File: src/rtl/mem_port_arbiter_pkg.sv
// Shared types for the IF/MEM unified memory-port arbiter.
// Optional build macro used by the top: MEM_ARB_PERF_CNT_EN.
package mem_port_arbiter_pkg;

    typedef enum logic [1:0] {
        IDLE  = 2'd0,
        ISSUE = 2'd1,
        WAIT  = 2'd2
    } arb_state_t;

    typedef enum logic [1:0] {
        OWN_NONE = 2'd0,
        OWN_IF   = 2'd1,
        OWN_MEM  = 2'd2
    } arb_owner_t;

    localparam int PKG_DATA_WIDTH = 64;
    localparam int STRB_WIDTH     = PKG_DATA_WIDTH / 8;

endpackage

File: src/rtl/mem_port_arbiter_arb_priority_sel.sv
// Combinational winner selection: MEM has priority unless IF has been
// starved for STARVE_LIMIT consecutive arbitrations.
module arb_priority_sel #(
    parameter int CNT_W        = 3,
    parameter int STARVE_LIMIT = 4
) (
    input  logic             i_if_valid,
    input  logic             i_mem_valid,
    input  logic [CNT_W-1:0] i_starve_cnt,
    output logic             o_grant_if,
    output logic             o_grant_mem
);

    localparam logic [CNT_W-1:0] LIMIT_C = CNT_W'(STARVE_LIMIT);

    logic w_at_limit;

    assign w_at_limit  = (i_starve_cnt == LIMIT_C);
    assign o_grant_if  = i_if_valid & (~i_mem_valid | w_at_limit);
    assign o_grant_mem = i_mem_valid & ~o_grant_if;

endmodule

File: src/rtl/mem_port_arbiter.sv
// Shares one memory port between IF fetches and MEM loads/stores, one
// transaction in flight. Optional perf counters: MEM_ARB_PERF_CNT_EN.
module mem_port_arbiter
    import mem_port_arbiter_pkg::*;
#(
    parameter int ADDR_WIDTH   = 64,
    parameter int DATA_WIDTH   = 64,
    parameter int STARVE_LIMIT = 4
) (
    input  logic                    clk,
    input  logic                    rst,
    input  logic                    if_req_valid,
    input  logic [ADDR_WIDTH-1:0]   if_req_addr,
    output logic                    if_req_ready,
    output logic                    if_resp_valid,
    output logic [DATA_WIDTH-1:0]   if_resp_data,
    input  logic                    mem_req_valid,
    input  logic                    mem_req_wen,
    input  logic [ADDR_WIDTH-1:0]   mem_req_addr,
    input  logic [DATA_WIDTH-1:0]   mem_req_wdata,
    input  logic [DATA_WIDTH/8-1:0] mem_req_wstrb,
    output logic                    mem_req_ready,
    output logic                    mem_resp_valid,
    output logic [DATA_WIDTH-1:0]   mem_resp_data,
    output logic                    bus_req_valid,
    input  logic                    bus_req_ready,
    output logic                    bus_req_wen,
    output logic [ADDR_WIDTH-1:0]   bus_req_addr,
    output logic [DATA_WIDTH-1:0]   bus_req_wdata,
    output logic [DATA_WIDTH/8-1:0] bus_req_wstrb,
    input  logic                    bus_resp_valid,
    input  logic [DATA_WIDTH-1:0]   bus_resp_data,
    output logic                    stall_if,
    output logic                    stall_mem
`ifdef MEM_ARB_PERF_CNT_EN
    ,
    output logic [63:0]             perf_if_grants,
    output logic [63:0]             perf_mem_grants,
    output logic [63:0]             perf_conflict_cycles,
    output logic [63:0]             perf_wait_cycles
`endif
);

    localparam int CNT_W = $clog2(STARVE_LIMIT + 1);
    localparam logic [CNT_W-1:0] LIMIT_C = CNT_W'(STARVE_LIMIT);

    arb_state_t             r_state, w_state_next;
    arb_owner_t             r_owner, w_owner_next;
    logic [CNT_W-1:0]       r_starve_cnt, w_starve_next;
    logic                   r_bus_wen;
    logic [ADDR_WIDTH-1:0]  r_bus_addr;
    logic [DATA_WIDTH-1:0]  r_bus_wdata;
    logic [DATA_WIDTH/8-1:0] r_bus_wstrb;

    logic w_grant_if, w_grant_mem, w_idle, w_grant, w_resp_hit;

    arb_priority_sel #(
        .CNT_W        (CNT_W),
        .STARVE_LIMIT (STARVE_LIMIT)
    ) u_sel (
        .i_if_valid   (if_req_valid),
        .i_mem_valid  (mem_req_valid),
        .i_starve_cnt (r_starve_cnt),
        .o_grant_if   (w_grant_if),
        .o_grant_mem  (w_grant_mem)
    );

    assign w_idle  = (r_state == IDLE);
    assign w_grant = w_idle & (w_grant_if | w_grant_mem);

    always_comb begin
        w_state_next  = r_state;
        w_owner_next  = r_owner;
        w_starve_next = r_starve_cnt;
        case (r_state)
            IDLE: begin
                if (w_grant_if) begin
                    w_state_next  = ISSUE;
                    w_owner_next  = OWN_IF;
                    w_starve_next = '0;
                end else if (w_grant_mem) begin
                    w_state_next = ISSUE;
                    w_owner_next = OWN_MEM;
                    if (if_req_valid && (r_starve_cnt != LIMIT_C))
                        w_starve_next = r_starve_cnt + 1'b1;
                end
            end
            ISSUE: begin
                if (bus_req_ready)
                    w_state_next = WAIT;
            end
            WAIT: begin
                if (bus_resp_valid) begin
                    w_state_next = IDLE;
                    w_owner_next = OWN_NONE;
                end
            end
            default: begin
                w_state_next = IDLE;
                w_owner_next = OWN_NONE;
            end
        endcase
    end

    always_ff @(posedge clk) begin
        if (rst) begin
            r_state      <= IDLE;
            r_owner      <= OWN_NONE;
            r_starve_cnt <= '0;
        end else begin
            r_state      <= w_state_next;
            r_owner      <= w_owner_next;
            r_starve_cnt <= w_starve_next;
        end
    end

    // Fields are captured only on the grant edge, so they hold through ISSUE.
    always_ff @(posedge clk) begin
        if (rst) begin
            r_bus_wen   <= 1'b0;
            r_bus_addr  <= '0;
            r_bus_wdata <= '0;
            r_bus_wstrb <= '0;
        end else if (w_grant) begin
            if (w_grant_if) begin
                r_bus_wen   <= 1'b0;
                r_bus_addr  <= if_req_addr;
                r_bus_wdata <= '0;
                r_bus_wstrb <= '0;
            end else begin
                r_bus_wen   <= mem_req_wen;
                r_bus_addr  <= mem_req_addr;
                r_bus_wdata <= mem_req_wdata;
                r_bus_wstrb <= mem_req_wstrb;
            end
        end
    end

    assign if_req_ready  = ~rst & w_idle & w_grant_if;
    assign mem_req_ready = ~rst & w_idle & w_grant_mem;

    assign bus_req_valid = (r_state == ISSUE);
    assign bus_req_wen   = r_bus_wen;
    assign bus_req_addr  = r_bus_addr;
    assign bus_req_wdata = r_bus_wdata;
    assign bus_req_wstrb = r_bus_wstrb;

    assign w_resp_hit     = ~rst & (r_state == WAIT) & bus_resp_valid;
    assign if_resp_valid  = w_resp_hit & (r_owner == OWN_IF);
    assign mem_resp_valid = w_resp_hit & (r_owner == OWN_MEM);
    assign if_resp_data   = if_resp_valid ? bus_resp_data : '0;
    assign mem_resp_data  = (mem_resp_valid & ~r_bus_wen) ? bus_resp_data : '0;

    assign stall_if  = if_req_valid & ~if_resp_valid;
    assign stall_mem = mem_req_valid & ~mem_resp_valid;

`ifdef MEM_ARB_PERF_CNT_EN
    logic [63:0] r_perf_if, r_perf_mem, r_perf_conf, r_perf_wait;

    always_ff @(posedge clk) begin
        if (rst) begin
            r_perf_if   <= '0;
            r_perf_mem  <= '0;
            r_perf_conf <= '0;
            r_perf_wait <= '0;
        end else begin
            if (w_idle && w_grant_if)
                r_perf_if <= r_perf_if + 64'd1;
            if (w_idle && w_grant_mem)
                r_perf_mem <= r_perf_mem + 64'd1;
            if (w_idle && if_req_valid && mem_req_valid)
                r_perf_conf <= r_perf_conf + 64'd1;
            if (!w_idle)
                r_perf_wait <= r_perf_wait + 64'd1;
        end
    end

    assign perf_if_grants       = r_perf_if;
    assign perf_mem_grants      = r_perf_mem;
    assign perf_conflict_cycles = r_perf_conf;
    assign perf_wait_cycles     = r_perf_wait;
`endif

endmodule

File: config.mk
export PLATFORM = sky130hd
export DESIGN_NAME = mem_port_arbiter
export DESIGN_NICKNAME = d
export VERILOG_FILES = /design/src/rtl/mem_port_arbiter_pkg.sv /design/src/rtl/mem_port_arbiter_arb_priority_sel.sv /design/src/rtl/mem_port_arbiter.sv
export SDC_FILE = /design/constraint.sdc
export NUM_CORES = 1
export LEC_CHECK = 0
export CAP_MARGIN = 5
export CORE_AREA = 10 10 205 207
export DETAILED_ROUTE_END_ITERATION = 10
export DIE_AREA = 0 0 215 217
export GPL_ROUTABILITY_DRIVEN = 0
export PLACE_DENSITY_LB_ADDON = 0.08
export SLEW_MARGIN = 20
export SYNTH_ARGS = -nofsm -noshare
export SYNTH_HDL_FRONTEND = slang
export SYNTH_SLANG_ARGS = --single-unit
File: constraint.sdc
create_clock -name clk -period 2.6 [get_ports clk]
set_input_delay 0.52 -clock clk [delete_from_list [all_inputs] [get_ports clk]]
set_output_delay 0.52 -clock clk [all_outputs]
set_load 0.01 [all_outputs]
==> flow_metrics.env, run 1 <==
export IMPL_clock_skew_ns=0.0141
export IMPL_ant_nets=0
export IMPL_drv_slew=0
export IMPL_fin_setup_tns_ns=0
export IMPL_status="finished, final reports clean"
export IMPL_power_leakage_nw=5.36
export IMPL_post_synth_top_area_cell="dfxtp_1"
export IMPL_netlist_instances=922
export IMPL_final_cells=1940
export IMPL_grtUsageTotal_pct=19.3
export IMPL_worstSetupPathType="register to primary output"
export IMPL_die_x_um=215
export IMPL_grt_overflow=0
export IMPL_area_growth_pct=88.2
export IMPL_root_buffer="clkbuf_16"
export IMPL_cp_end_kind="primary output"
export IMPL_worstMarginPinSlew_ns=0.990
export IMPL_clkTransAtPathRegs_ns=0.07
export IMPL_synth_seq_cells=144
export IMPL_grt_max_degree=78
export IMPL_h_tree_depth=4
export IMPL_final_seq_area_mm2=0.00289
export IMPL_holdPathStages=2
export IMPL_synthTopCellsByArea="dfxtp_1 (39%), and2_1 (11%), a21oi_1 (9.6%)"
export IMPL_use_met3_pct=6.88
export IMPL_synth_most_common_cell="dfxtp_1"
export IMPL_port_buffers=542
export IMPL_antenna_found_initial=13
export IMPL_final_min_clock_period_ns=2.57
export IMPL_drtPass1Iterations=5
export IMPL_synth_cell_types=36
export IMPL_finalSetupViolCount=0
export IMPL_numCtsBuffers=17
export IMPL_max_freq_mhz=389
export IMPL_period_share_pct=98.8
export IMPL_synth_edf_count=0
export IMPL_grt_busiest_layer="met2"
export IMPL_grt_pass1_vias=9265
export IMPL_dp_cells=1891
export IMPL_final_hold_viol_count=0
export IMPL_worstSkewPairLatency_ns=0.43
export IMPL_die_area_mm2=0.0467
export IMPL_preCtsSetupSlack_ns=-0.537
export IMPL_synth_nets=1195
export IMPL_ys_seq_area_share_pct=38.7
export IMPL_fin_ws_ns=0.0300
export IMPL_synth_cells_most_frequent="dfxtp_1 (144), a21oi_1 (143), and2_1 (128)"
export IMPL_drt_total_wl_mm=48.1
export IMPL_die_y_um=217
export IMPL_reg2regPathDepth=7
export IMPL_worst_setup_path_start_kind="register"
export IMPL_drc=0
export IMPL_synth_warnings=0
export IMPL_synthFlopType="dfxtp_1"
export IMPL_hold_class="register to register"
export IMPL_netlist_area_leader_share_pct=38.7
export IMPL_initial_core_util_pct=19.5
export IMPL_async_flop_share_pct=0
export IMPL_cts_sinks=144
export IMPL_critPathRequiredTime_ns=2.08
export IMPL_via_per_inst=4.77
export IMPL_synth_area_per_cell_um2=8.08
export IMPL_use_met2_pct=35.3
export IMPL_place_hpwl_mm=34.2
export IMPL_vias=9263
export IMPL_ios=543
export IMPL_arrival_ns=2.05
export IMPL_num_rows=72
export IMPL_fin_nets=1676
export IMPL_maxSlewHeadroom_pct=34.0
export IMPL_fill_cells=4034
export IMPL_netlist_area_mm2=0.00745
export IMPL_cp_max_fo=16
export IMPL_p_per_area_mw_per_mm2=497
export IMPL_maxCapViolations=0
export IMPL_rsz0062_at_grt="yes"
export IMPL_drive_gt1_share_pct=12.2
export IMPL_wl_per_cell_um=24.8
export IMPL_multi_input_area_mm2=0.00409
export IMPL_met1_usage_pct=20.6
export IMPL_ir_worst_vdd_v=0.000314
export IMPL_cts_hold_buffers=0
export IMPL_cts_tree="built"
export IMPL_grt_pass1_wl_mm=68.4
export IMPL_clock_path_buffers=2
export IMPL_drtIter0Drc=523
export IMPL_coreArea_mm2=0.0381
## registers in the layout, summed over array words and instances, names as in the netlist
register	cells
bus_req_addr	64
bus_req_wdata	64
bus_req_wstrb	8
r_starve_cnt	3
r_owner	2
r_state	2
bus_req_wen	1
## where the power goes
part / total (W) / switching (W) / internal, W / leakage, nW
combinational: 0.00192 / 0.000932 / 0.000991 / 3.89
clock: 0.00251 / 0.00103 / 0.00148 / 0.274
sequential: 0.00253 / 0.000107 / 0.00242 / 1.19
## cells in the final DEF (no fill, tap or decap), types with 2 or more instances in the layout
cell	count
a21oi_1	143
a311oi_1	64
and2_1	112
and2_4	16
buf_12	16
buf_16	2
buf_2	43
buf_4	27
buf_6	20
bufinv_16	2
clkbuf_1	2
clkbuf_16	18
clkbuf_2	2
clkbuf_8	3
clkdlybuf4s50_1	405
clkinv_2	2
clkinvlp_4	4
dfxtp_1	142
dfxtp_2	2
diode_2	7
dlygate4sd2_1	67
dlymetal6s2s_1	2
ha_1	2
inv_1	4
nand2_1	5
nand2b_1	2
nand3_1	64
nor2_1	4
nor2_4	3
nor2b_1	2
nor3b_1	2
o2111ai_1	73
o21ai_0	125
o21ai_1	13
or3_1	2
## path summary, 6_finish.rpt
path	startpoint	slack (ns)	endpoint
max	r_state[0]$_SDFFE_PP0P_	0.03	mem_resp_data[45]
min	r_starve_cnt[1]$_SDFFE_PP0P_	0.47	r_starve_cnt[1]$_SDFFE_PP0P_
max reg2reg	r_starve_cnt[0]$_SDFFE_PP0P_	0.79	bus_req_addr[29]$_SDFFE_PP0P_
min reg2reg	r_starve_cnt[1]$_SDFFE_PP0P_	0.47	r_starve_cnt[1]$_SDFFE_PP0P_
## cell type report
cell class	count	share of cell area, %
Multi-Input combinational cell	647	29.1
Inverter	5	0.152
Clock buffer	22	3.38
Tap cell	518	4.62
Clock inverter	9	0.777
Timing Repair Buffer	588	41.2
Antenna cell	7	0.125
Sequential cell	144	20.6
## stage by stage
step           utilization [%]  hold slack [ns]  power, W  instance area [um2]
6_report                  36.8            0.471   0.00696                14000
3_3_place_gp              35.3            0.460   0.00452                13500
3_5_place_dp              35.3            0.466   0.00452                13500
2_1_floorplan                -            0.449   0.00331                 7450
5_1_grt                   36.8            0.471   0.00730                14000
4_1_cts                   36.6            0.449   0.00708                14000
## cells by family after synthesis
family | after synthesis | share of synthesized area, %
fa+ha+maj | 2 | 0.336
buf+inv | 131 | 7.64
flops | 144 | 38.7
simple gates | 222 | 17.7
compound gates | 423 | 35.6
## metal layers
layer	vias up	share of wire (%)
met5	-	0.15
met1	4448	38
li1	4436	-
met3	36	7.5
met4	12	1.7
met2	331	53
## worst max-delay path: stages, from the launching register on
cell	delay, ns
dfxtp_2	0.33
nand4bb_4	0.24
nor4_4	0.27
buf_4	0.17
buf_6	0.11
buf_12	0.12
buf_12	0.12
and2_1	0.12
buf_2	0.13
## what timing repair did
| action | in CTS | in global routing |
|---|---|---|
| pin swaps | 1 | 1 |
| setup buffers | 4 | 2 |
| setup endpoints to repair | 133 | 52 |
| resized for setup | 369 | 26 |
| cloned | 4 | 1 |
Note: power is estimated with default switching activity, not from simulation.
==> inputs of run 2 (changes only) <==
--- a/config.mk
+++ b/config.mk
@@ -5,10 +5,11 @@
 export SDC_FILE = /design/constraint.sdc
 export NUM_CORES = 1
 export LEC_CHECK = 0
+export ABC_AREA = 1
 export CAP_MARGIN = 5
-export CORE_AREA = 10 10 205 207
+export CORE_AREA = 10 10 203 205
 export DETAILED_ROUTE_END_ITERATION = 10
-export DIE_AREA = 0 0 215 217
+export DIE_AREA = 0 0 213 215
 export GPL_ROUTABILITY_DRIVEN = 0
 export PLACE_DENSITY_LB_ADDON = 0.08
 export SLEW_MARGIN = 20
==> flow_metrics.env, run 2 <==
export IMPL_die_x_um=213
export IMPL_synth_nets=1424
export IMPL_critPathRequiredTime_ns=2.08
export IMPL_reg2regPathDepth=9
export IMPL_final_util_pct=36.4
export IMPL_power_leakage_nw=6.70
export IMPL_p_per_area_mw_per_mm2=541
export IMPL_root_buffer="clkbuf_16"
export IMPL_grt_overflow=0
export IMPL_num_rows=71
export IMPL_mostFrequentLayoutCells="clkdlybuf4s50_1 (407), nor2_1 (340), dfxtp_1 (144), inv_1 (140), nand2_1 (138)"
export IMPL_rsz0062_at_grt="no"
export IMPL_synth_edf_count=0
export IMPL_grt_pass1_vias=8686
export IMPL_netlist_instances=1151
export IMPL_crit_chain="clkdlybuf4s50_1 > nand3_1 > nor2_2 > buf_4 > clkdlybuf4s50_1"
export IMPL_ys_seq_area_share_pct=40.5
export IMPL_grtUsageTotal_pct=17.0
export IMPL_drt_total_wl_mm=40.7
export IMPL_cp_common_cell="clkdlybuf4s50_1"
export IMPL_fin_nets=1929
export IMPL_worstMarginPinSlew_ns=0.828
export IMPL_hold_slack_ns=0.487
export IMPL_fin_ws_ns=0.0969
export IMPL_drive_gt1_share_pct=4.92
export IMPL_antenna_found_initial=8
export IMPL_final_hold_viol_count=0
export IMPL_finalSetupViolCount=0
export IMPL_coreArea_mm2=0.0372
export IMPL_slowest_delay_ns=0.55
export IMPL_worstSkewPairLatency_ns=0.43
export IMPL_drtIter0Drc=518
export IMPL_synth_most_common_cell="nor2_1"
export IMPL_netlist_area_mm2=0.00712
export IMPL_slowest_stage="clkdlybuf4s50_1"
export IMPL_final_min_clock_period_ns=2.50
export IMPL_async_flop_share_pct=0
export IMPL_clkTransAtPathRegs_ns=0.06
export IMPL_hold_class="register to register"
export IMPL_h_tree_depth=4
export IMPL_preCtsSetupSlack_ns=-0.235
export IMPL_cp_max_fo=2
export IMPL_cts_hold_buffers=0
export IMPL_die_y_um=215
export IMPL_final_area_mm2=0.0136
export IMPL_clock_path_buffers=2
export IMPL_synthTopCellsByArea="dfxtp_1 (40%), nor2_1 (18%), nand3_1 (9.6%)"
export IMPL_die_area_mm2=0.0458
export IMPL_maxSlewHeadroom_pct=44.8
export IMPL_cts_tree="built"
export IMPL_port_buffers=542
export IMPL_ant_nets=0
export IMPL_synthFlopType="dfxtp_1"
export IMPL_wl_per_cell_um=19.0
export IMPL_synth_cells_most_frequent="nor2_1 (341), dfxtp_1 (144), nand2_1 (141)"
export IMPL_holdPathStages=2
export IMPL_synth_cell_types=18
export IMPL_final_common_cell="clkdlybuf4s50_1"
export IMPL_worstSetupPathType="input pin to primary output"
export IMPL_drv_slew=0
export IMPL_ios=543
export IMPL_clock_skew_ns=0.0119
export IMPL_synth_seq_cells=144
export IMPL_post_synth_top_area_cell="dfxtp_1"
export IMPL_worst_setup_path_start_kind="input pin"
export IMPL_cts_sinks=144
export IMPL_status="finished, final reports clean"
export IMPL_numCtsBuffers=17
export IMPL_initial_core_util_pct=19.1
export IMPL_arrival_ns=1.98
export IMPL_area_growth_pct=90.5
export IMPL_maxCapViolations=0
export IMPL_drc=0
export IMPL_grt_pass1_wl_mm=58.3
export IMPL_placed_cell_area_mm2=0.0131
export IMPL_synth_warnings=0
export IMPL_place_hpwl_mm=31.2
export IMPL_grt_max_degree=82
export IMPL_cp_end_kind="primary output"
export IMPL_fin_setup_tns_ns=0
export IMPL_netlist_area_leader_share_pct=40.5
export IMPL_vias=8842
export IMPL_period_share_pct=96.3
export IMPL_synth_area_per_cell_um2=6.18
export IMPL_ir_worst_vdd_v=0.000556
export IMPL_max_freq_mhz=400
export IMPL_via_per_inst=4.12
export IMPL_drtPass1Iterations=5
-- run 2: cell count changes after synthesis, sizes merged, moves of 66 or more --
cell     delta
o2111ai    -73
nand3      +72
a21oi      -66
nand2     +136
nor2      +336
inv       +138
and2      -128
-- run 2: layout make-up --
class                      count  area [um2]
fill                        4054       23700
timing repair buffer         572        5590
multi-input combinational    778        3340
sequential                   144        2880
tap                          474         593
inverter                     143         537
clock buffer                  17         425
clock inverter                14         181
antenna                        6        15.0
-- run 2: layer usage --
layer | track usage [%] | share of wire [%]
met1 | 18.7 | 40
met2 | 28.5 | 49
met3 | 7.67 | 10
met4 | 5.33 | 1.6
met5 | 0 | 0.049
-- run 2: through the flow --
step	cells	total power, W
detailed placement	2110	0.00479
global route	2148	0.00777
CTS	2142	0.00747
floorplan	1151	0.00350
global placement	2110	0.00479
finish	2148	0.00733
-- run 2: timing repair --
| item | in CTS | in global routing |
|---|---|---|
| resized for setup | 131 | 39 |
| endpoints found under the setup margin | 129 | 29 |
| pin swaps | 1 | 0 |
| setup buffers | 1 | 0 |
-- run 2: worst paths after layout --
path	start	to	slack, ns
worst max-delay path	bus_resp_valid	if_resp_valid	0.1
worst min-delay path	r_starve_cnt[1]$_SDFFE_PP0P_	r_starve_cnt[1]$_SDFFE_PP0P_	0.49
worst max register to register	r_starve_cnt[0]$_SDFFE_PP0P_	bus_req_wdata[59]$_SDFFE_PP0P_	0.57
worst min register to register	r_starve_cnt[1]$_SDFFE_PP0P_	r_starve_cnt[1]$_SDFFE_PP0P_	0.49
-- run 2: power by group --
part	internal [W]	switching (W)	total, W	leakage (nW)
registers	0.00247	0.000126	0.00259	1.20
clock network	0.00152	0.00109	0.00262	0.288
logic	0.00110	0.00102	0.00212	5.22
total	0.00509	0.00224	0.00733	6.70
-- run 2: critical path: cells and delay by family --
kind	cells	cell delay (ns)
buffers and inverters	3	1.16
and+or+nand+nor	2	0.29
-- run 2: logic make-up after synthesis --
kind of cell,share of synthesized area [%]
xor+xnor,0.123
simple gates,35.3
fa+ha+maj,0.351
compound gates,10.8
flops,40.5
buf+inv,12.9
==> inputs of run 3 (changes only) <==
==> constraint.sdc (replaced) <==
create_clock -name clk -period 2.28 [get_ports clk]
set_input_delay 0.456 -clock clk [delete_from_list [all_inputs] [get_ports clk]]
set_output_delay 0.456 -clock clk [all_outputs]
set_load 0.01 [all_outputs]
==> flow_metrics.env, run 3 (synthesized netlist as in run 2, its figures left out) <==
export IMPL_status="finished, final reports clean"
export IMPL_clock_skew_ns=0.0119
export IMPL_initial_core_util_pct=19.1
export IMPL_drc=0
export IMPL_grt_pass1_wl_mm=59.1
export IMPL_p_per_area_mw_per_mm2=610
export IMPL_hold_start="rst"
export IMPL_drt_total_wl_mm=42.0
export IMPL_worstMarginPinSlew_ns=0.860
export IMPL_clock_path_buffers=2
export IMPL_critPathRequiredTime_ns=1.82
export IMPL_placed_cell_area_mm2=0.0131
export IMPL_port_buffers=542
export IMPL_finalSetupViolCount=0
export IMPL_arrival_ns=1.79
export IMPL_final_util_pct=35.9
export IMPL_fin_ws_ns=0.0327
export IMPL_rsz0062_at_grt="yes"
export IMPL_total_power_w=0.00814
export IMPL_final_area_mm2=0.0133
export IMPL_cp_startpoint="r_state[0]$_SDFFE_PP0P_"
export IMPL_h_tree_depth=4
export IMPL_grt_pass1_vias=8483
export IMPL_wl_met1_mm=17.2
export IMPL_via_per_inst=4.15
export IMPL_rr_startpoint="r_starve_cnt[0]$_SDFFE_PP0P_"
export IMPL_vias=8965
export IMPL_fin_setup_tns_ns=0
export IMPL_cts_tree="built"
export IMPL_final_common_cell="clkdlybuf4s50_1"
export IMPL_cp_max_fo=9
export IMPL_grtUsageTotal_pct=17.1
export IMPL_antenna_found_initial=2
export IMPL_place_hpwl_mm=31.4
export IMPL_area_growth_pct=87.5
export IMPL_wl_met2_mm=20.3
export IMPL_routed_top_layer="met4"
export IMPL_final_min_clock_period_ns=2.25
export IMPL_drv_slew=0
export IMPL_hold_class="input pin to register"
export IMPL_p_sw_share_pct=32.1
export IMPL_worst_setup_path_start_kind="register"
export IMPL_final_hold_viol_count=0
export IMPL_period_share_pct=98.6
export IMPL_clkTransAtPathRegs_ns=0.07
export IMPL_ir_worst_vdd_v=0.000486
export IMPL_p_switching_w=0.00261
export IMPL_ios=543
export IMPL_routed_wl_met3_mm=3.99
export IMPL_power_share_clock_pct=33.6
export IMPL_fin_nets=1942
export IMPL_wl_per_cell_um=19.5
export IMPL_comb_power_share_pct=30.0
export IMPL_worstSetupPathType="register to primary output"
export IMPL_coreArea_mm2=0.0372
export IMPL_ant_nets=0
export IMPL_numCtsBuffers=17
export IMPL_grt_max_degree=94
export IMPL_die_x_um=213
export IMPL_cp_end_kind="primary output"
export IMPL_die_y_um=215
export IMPL_drtIter0Drc=490
export IMPL_cts_sinks=144
export IMPL_drtPass1Iterations=4
export IMPL_num_rows=71
export IMPL_root_buffer="clkbuf_16"
export IMPL_grt_overflow=0
export IMPL_maxSlewHeadroom_pct=42.6
export IMPL_intPower_w=0.00552
export IMPL_mostFrequentLayoutCells="clkdlybuf4s50_1 (405), nor2_1 (339), dfxtp_1 (141), inv_1 (139), nand2_1 (138)"
export IMPL_seq_power_share_pct=36.4
export IMPL_die_area_mm2=0.0458
export IMPL_maxCapViolations=0
export IMPL_power_leakage_nw=6.43
export IMPL_max_freq_mhz=445
export IMPL_worstSkewPairLatency_ns=0.43
export IMPL_preCtsSetupSlack_ns=-0.416
export IMPL_drive_gt1_share_pct=13.2
## run 3: worst paths after layout
kind                            depth (start not counted)  slack (ns)                             to
worst max-delay path                                    7        0.03              mem_resp_data[26]
worst min-delay path                                    4        0.44        r_state[0]$_SDFFE_PP0P_
worst max register to register                         11        0.47  bus_req_addr[24]$_SDFFE_PP0P_
worst min register to register                          2        0.49   r_starve_cnt[1]$_SDFFE_PP0P_
## run 3: stage by stage
stage | instances | hold slack [ns]
after global placement | 2115 | 0.476
after global routing | 2158 | 0.444
after CTS | 2148 | 0.433
final | 2158 | 0.438
after floorplan | 1151 | 0.462
after detailed placement | 2115 | 0.489
## run 3: cell type report
class                   instances  area (um2)
fillers                      4055       23900
repair buffers                585        5390
multi-input cells             778        3370
flip-flops and latches        144        2890
well taps                     474         593
inverters                     143         539
clock buffers                  18         429
clock inverters                14         128
diodes                          2        5.00
## run 3: critical path, stage by stage, from the launching register on
cell	delay, ns
dfxtp_2	0.35
inv_4	0.07
nand3_4	0.09
nor2_4	0.19
nand2_8	0.14
buf_6	0.18
nor2_1	0.08
clkdlybuf4s15_2	0.24
## run 3: timing repair
item                       4_1_cts  5_1_grt
setup buffers                    0        1
resized for setup              308      154
gates cloned                     1        7
hold buffers                     0        0
setup endpoints to repair      134      122
pin swaps                        3        4
## run 3: power by group through the flow
stage,sequential [W],clock [W],combinational [W]
6_report,0.00296,0.00273,0.00244
4_1_cts,0.00296,0.00283,0.00248
2_1_floorplan,0.00314,0,0.000852
5_1_grt,0.00300,0.00294,0.00269
3_5_place_dp,0.00301,0,0.00247
3_3_place_gp,0.00300,0,0.00247
## run 3: routing by layer
layer	up-vias	GRT usage [%]
li1	4592	-
met2	284	29.1
met4	0	3.71
met3	28	7.18
met1	4061	19.4
met5	-	0
